## src/rtl/qpsk_rz_modulator.sv

```systemverilog
// QPSK RZ line modulator: FIFO-fed 2-bit symbols become two quarter-period chips then a half-period of zero. Optional MOD_UNDERRUN_CNT_EN adds underrun_cnt/underrun_clr.
// Latency: a symbol accepted before the boundary cycle reaches dout starting at the next sym_cnt == 0.
// Backpressure: sym_ready drops while the FIFO is full; the sender holds sym_valid/sym_data until accepted.
module qpsk_rz_modulator #(
    parameter int FREQ_DIV   = 128,
    parameter int FIFO_DEPTH = 4
) (
    input  logic                          clk,
    input  logic                          reset,
    input  logic [1:0]                    sym_data,
    input  logic                          sym_valid,
    output logic                          sym_ready,
    output logic                          clk_symbol,
    output logic                          dout,
    output logic                          tx_active,
`ifdef MOD_UNDERRUN_CNT_EN
    output logic [$clog2(FIFO_DEPTH):0]   fifo_level,
    input  logic                          underrun_clr,
    output logic [15:0]                   underrun_cnt
`else
    output logic [$clog2(FIFO_DEPTH):0]   fifo_level
`endif
);
    localparam int CW = $clog2(FREQ_DIV);
    localparam int PW = $clog2(FIFO_DEPTH);
    localparam int LW = PW + 1;

    logic [CW-1:0] sym_cnt;
    logic [CW-1:0] cnt_nxt;
    logic [PW:0]   wr_ptr;
    logic [PW:0]   rd_ptr;
    logic [1:0]    fifo_mem [FIFO_DEPTH];
    logic [1:0]    cur_sym;
    logic [1:0]    head;
    logic [1:0]    sym_nxt;
    logic          boundary;
    logic          empty;
    logic          push;
    logic          pop;
    logic          dout_nxt;

    assign boundary   = (sym_cnt == CW'(FREQ_DIV - 1));
    assign cnt_nxt    = sym_cnt + CW'(1);
    assign empty      = (wr_ptr == rd_ptr);
    assign fifo_level = wr_ptr - rd_ptr;
    assign sym_ready  = (fifo_level != LW'(FIFO_DEPTH));
    assign head       = fifo_mem[rd_ptr[PW-1:0]];
    assign push       = sym_valid && sym_ready;
    assign pop        = boundary && !empty;

    // dout is registered, so it is computed from the count and symbol of the coming cycle.
    always_comb begin
        sym_nxt  = cur_sym;
        dout_nxt = 1'b0;
        if (boundary) begin
            sym_nxt = empty ? 2'b00 : head;
        end
        if (cnt_nxt < CW'(FREQ_DIV / 4)) begin
            dout_nxt = sym_nxt[1] ^ sym_nxt[0];
        end else if (cnt_nxt < CW'(FREQ_DIV / 2)) begin
            dout_nxt = sym_nxt[1];
        end
    end

    always_ff @(posedge clk or negedge reset) begin
        if (!reset) begin
            sym_cnt    <= '0;
            clk_symbol <= 1'b0;
            dout       <= 1'b0;
            cur_sym    <= 2'b00;
            tx_active  <= 1'b0;
        end else begin
            sym_cnt    <= cnt_nxt;
            clk_symbol <= (cnt_nxt == CW'(FREQ_DIV - 1));
            dout       <= dout_nxt;
            cur_sym    <= sym_nxt;
            if (boundary) begin
                tx_active <= !empty;
            end
        end
    end

    always_ff @(posedge clk or negedge reset) begin
        if (!reset) begin
            wr_ptr <= '0;
            rd_ptr <= '0;
            for (int i = 0; i < FIFO_DEPTH; i++) begin
                fifo_mem[i] <= 2'b00;
            end
        end else begin
            if (push) begin
                fifo_mem[wr_ptr[PW-1:0]] <= sym_data;
                wr_ptr                   <= wr_ptr + LW'(1);
            end
            if (pop) begin
                rd_ptr <= rd_ptr + LW'(1);
            end
        end
    end

`ifdef MOD_UNDERRUN_CNT_EN
    always_ff @(posedge clk or negedge reset) begin
        if (!reset) begin
            underrun_cnt <= 16'h0000;
        end else if (underrun_clr) begin
            underrun_cnt <= 16'h0000;
        end else if (boundary && empty && (underrun_cnt != 16'hFFFF)) begin
            underrun_cnt <= underrun_cnt + 16'h0001;
        end
    end
`endif

endmodule

```

## config.mk

```make
export PLATFORM = sky130hd
export DESIGN_NAME = qpsk_rz_modulator
export DESIGN_NICKNAME = d
export VERILOG_FILES = /design/src/rtl/qpsk_rz_modulator.sv
export SDC_FILE = /design/constraint.sdc
export NUM_CORES = 1
export LEC_CHECK = 0
export ABC_AREA = 1
export CORE_MARGIN = 5
export CORE_UTILIZATION = 39
export CTS_CLUSTER_SIZE = 10
export DETAILED_ROUTE_END_ITERATION = 8
export HOLD_SLACK_MARGIN = 0.06
export PLACE_DENSITY_LB_ADDON = 0.25
export SLEW_MARGIN = 25
export SYNTH_ARGS = -nofsm -noshare
export SYNTH_HDL_FRONTEND = slang
export SYNTH_SLANG_ARGS = --single-unit
```

## constraint.sdc

```tcl
create_clock -name clk -period 3.5 [get_ports clk]
set_input_delay 0.7 -clock clk [delete_from_list [all_inputs] [get_ports clk]]
set_output_delay 0.7 -clock clk [all_outputs]
set_load 0.02 [all_outputs]
```

==> summary.md <==
| Metric | Value |
|---|---|
| Tot GR Track Use | around 11% |
| Io pins | 12 |
| Core Region | approximately 3400 sq um |
| Initial core utilization | 40.51% |
| WL per Instance | 11.28 microns |
| Fillers | 344 |
| Post-synth EDFFs | 0 |
| Synth top area cells | dfrtp_1 (48%), nand2_1 (12%), ha_1 (8.3%), inv_1 (5.0%), nand3_1 (4.0%) |
| Hold slack | ~490 ps |
| Pre-CTS WS | between 600 and 700 ps |
| Vias | 977 |
| DRC Markers | 0 |
| Clock Latency Late Sink | 330 ps |
| Fin area | 1574 sq um |
| Total negative slack | 0 ps |
| Syn Nets | 165 |
| Initial drt markers | 37 |
| Largest net degree at the start of global routing | 27 |
| Lkg Pwr | 0.7873 nW |
| Drt total wl | about 2400 microns |
| RSZ-0062 raised after global routing | false |
| # hold bufs at CTS | 0 |
| CP top delay family | buffers and inverters |
| Final Skew | 9.925 ps |
| Placed Area | 1521 sq um |
| Post-synth top area cell | dfrtp_1 |
| Final ANT Viol Nets | 0 |
| CP Cell Sequence | inv_1, ha_1, fa_1, xor2_4, nand3_4, clkdlybuf4s50_1 |
| Syn Inst Count | 150 |
| Vias/cell | 4.652 |
| HPWL after DPL | around 1800 microns |
| Slew margin rel. | 69.04% |
| HP Class | reg2reg |
| Clk pin slew, worst setup/hold paths | 140 ps |
| Die area | approximately 4800 sq um |
| Rows | 21 |
| FF+latch count, synth | 26 |
| Main synth FF type | dfrtp_1 |
| Syn-to-layout area delta | 15.52% |
| Tmin final | 3212 ps |
| CP bufs+invs | 2 |
| Crit share post-route | roughly 90% |
| Number of distinct library cells after synthesis | 22 |
| Max Slew Vio Count | 0 |
| First-pass GRT wire length | 4333 microns |
| Pre-Repair DR Iteration Count | 4 |
| Ys Warns | 0 |
| Pwr Total | 0.9548 mW |
| F_max | 0.3114 GHz |
| Bufs on Longest Clock Path | 2 |
| Max IR drop VDD | 305.3 uV |
| PortBufs | 11 |
| Setup bufs post-CTS | 0 |
| Critical path class | reg2out |
| Seq/Total Area, Yosys | 47.75% |
| Critical path depth | 6 |
| Critical Path AT | 2510 ps |
| Root buf cell | clkbuf_4 |
| Number of global-route vias before repair | roughly 950 |
| Most common library cells after synthesis | nand2_1 (45), dfrtp_1 (26), inv_1 (18) |
| Clk sinks | 26 |
| PostCTS Resize Cnt | 0 |
| Total grt overflow | 0 |
| Slowest cell delay on critical path | 640 ps |
| Post-synthesis cell area | 1363 sq um |
| Critical Path RT | 2800 ps |
| Nets | 180 |
| Setup violators final | 0 |
| Crit path capture type | output port |
| Most common cell in the synthesized netlist | nand2_1 |
| R2r worst-path depth | 9 |
| Worst setup margin | 288.3 ps |
| Syn Area/Cell | 9.084 sq um |
| Initial antenna violation count | 0 |
| H-tree levels | 1 |
| CTS Buf Count | 3 |
| ANT cells | 0 |
| CP max FO | 14 |
| TritonCTS clock tree | yes |
| Number of max-cap violations | 0 |
| Worst Tran Pin Value | about 460 ps |
| Startpoint Class | flip-flop |
| Asr flop ratio synth | 100.0% |
| Die H | 69.11 microns |
| Fin. Hold Viols | 0 |
| Crit-path slowest cell | clkdlybuf4s50_1 |
| Routability Congestion | between 0.8 and 0.9 |
| Status | finished, final reports clean |
| Cell area power density | 606.6 nW/um^2 |
| Layout cells sized above 1 | about a tenth |
| Chip Width | 69.11 microns |
| Hold Path Stages | 1 |
| Share of the synthesized area in the top cell type | between 40% and 50% |
stage by stage:
step,instances,utilization (%)
2_1_floorplan,150,-
3_3_place_gp,206,45.24
3_5_place_dp,206,45.24
4_1_cts,210,46.80
5_1_grt,210,46.80
6_report,210,46.80
routing by layer:
layer | GRT usage (%) | vias up | wire (microns)
li1 | - | 505 | -
met1 | 13.96 | 456 | 1116
met2 | 18.22 | 14 | 1138
met3 | 3.634 | 2 | 94
met4 | 2.603 | 0 | 20
met5 | 0 | - | 0
layout make-up:
cell class | instances | area [sq um] | area share, %
clock buffer | 3 | 22.52 | 1.431
clock inverter | 1 | 30.03 | 1.908
inverter | 19 | 71.32 | 4.531
multi-input combinational | 103 | 624.3 | 39.67
sequential | 26 | 650.6 | 41.34
tap | 46 | 57.56 | 3.657
timing repair buffer | 12 | 117.6 | 7.472
power breakdown:
group	switching (mW)	total (mW)	internal [mW]
Clock	0.0924	0.208	0.116
Sequential	0.0468	0.406	0.359
Combinational	0.199	0.340	0.141
Total	0.338	0.955	0.617
registers in the layout, indices dropped and copies added (netlist names):
| signal | count |
|---|---|
| dout | 1 |
| sym_cnt | 7 |
| wr_ptr | 3 |
| clk_symbol | 1 |
| cur_sym | 2 |
| fifo_mem | 8 |
| tx_active | 1 |
| rd_ptr | 3 |
placed cells by master (no fill, tap or decap), drive strengths merged:
| cell | count |
|---|---|
| nand3 | 13 |
| bufinv | 1 |
| clkbuf | 3 |
| dfrtp | 26 |
| ha | 9 |
| buf | 1 |
| o21ai | 6 |
| nor2 | 6 |
| xor2 | 4 |
| fa | 1 |
| nand4 | 8 |
| xnor2 | 3 |
| nor4 | 1 |
| nand2 | 51 |
| inv | 19 |
| clkdlybuf4s50 | 11 |
| a21oi | 1 |
cell families after synthesis:
family,count (synthesis),synth area share [%]
flops,26,47.75
buf+inv,21,6.427
compound gates,7,2.846
xor+xnor,7,5.878
fa+ha+maj,10,9.734
simple gates,79,27.36
worst reg2reg max path: cells and delay by family, from the launching register on:
kind,cells,cell delay [ps]
simple gates,4,450
xor+xnor,1,220
fa+ha+maj,2,670
buf+inv,2,180
flops,1,410
worst paths after layout:
kind | slack (ps) | from | endpoint
setup / recovery | 290 | wr_ptr[0] | sym_ready
hold / removal | 490 | sym_cnt[0] | sym_cnt[0]
setup reg to reg | 1480 | wr_ptr[0] | wr_ptr[1]
hold reg to reg | 490 | sym_cnt[0] | sym_cnt[0]
max in group asynchronous | 2540 | reset | sym_cnt[0]
min in group asynchronous | 710 | reset | cur_sym[0]
(Power assumes the default switching activity.)
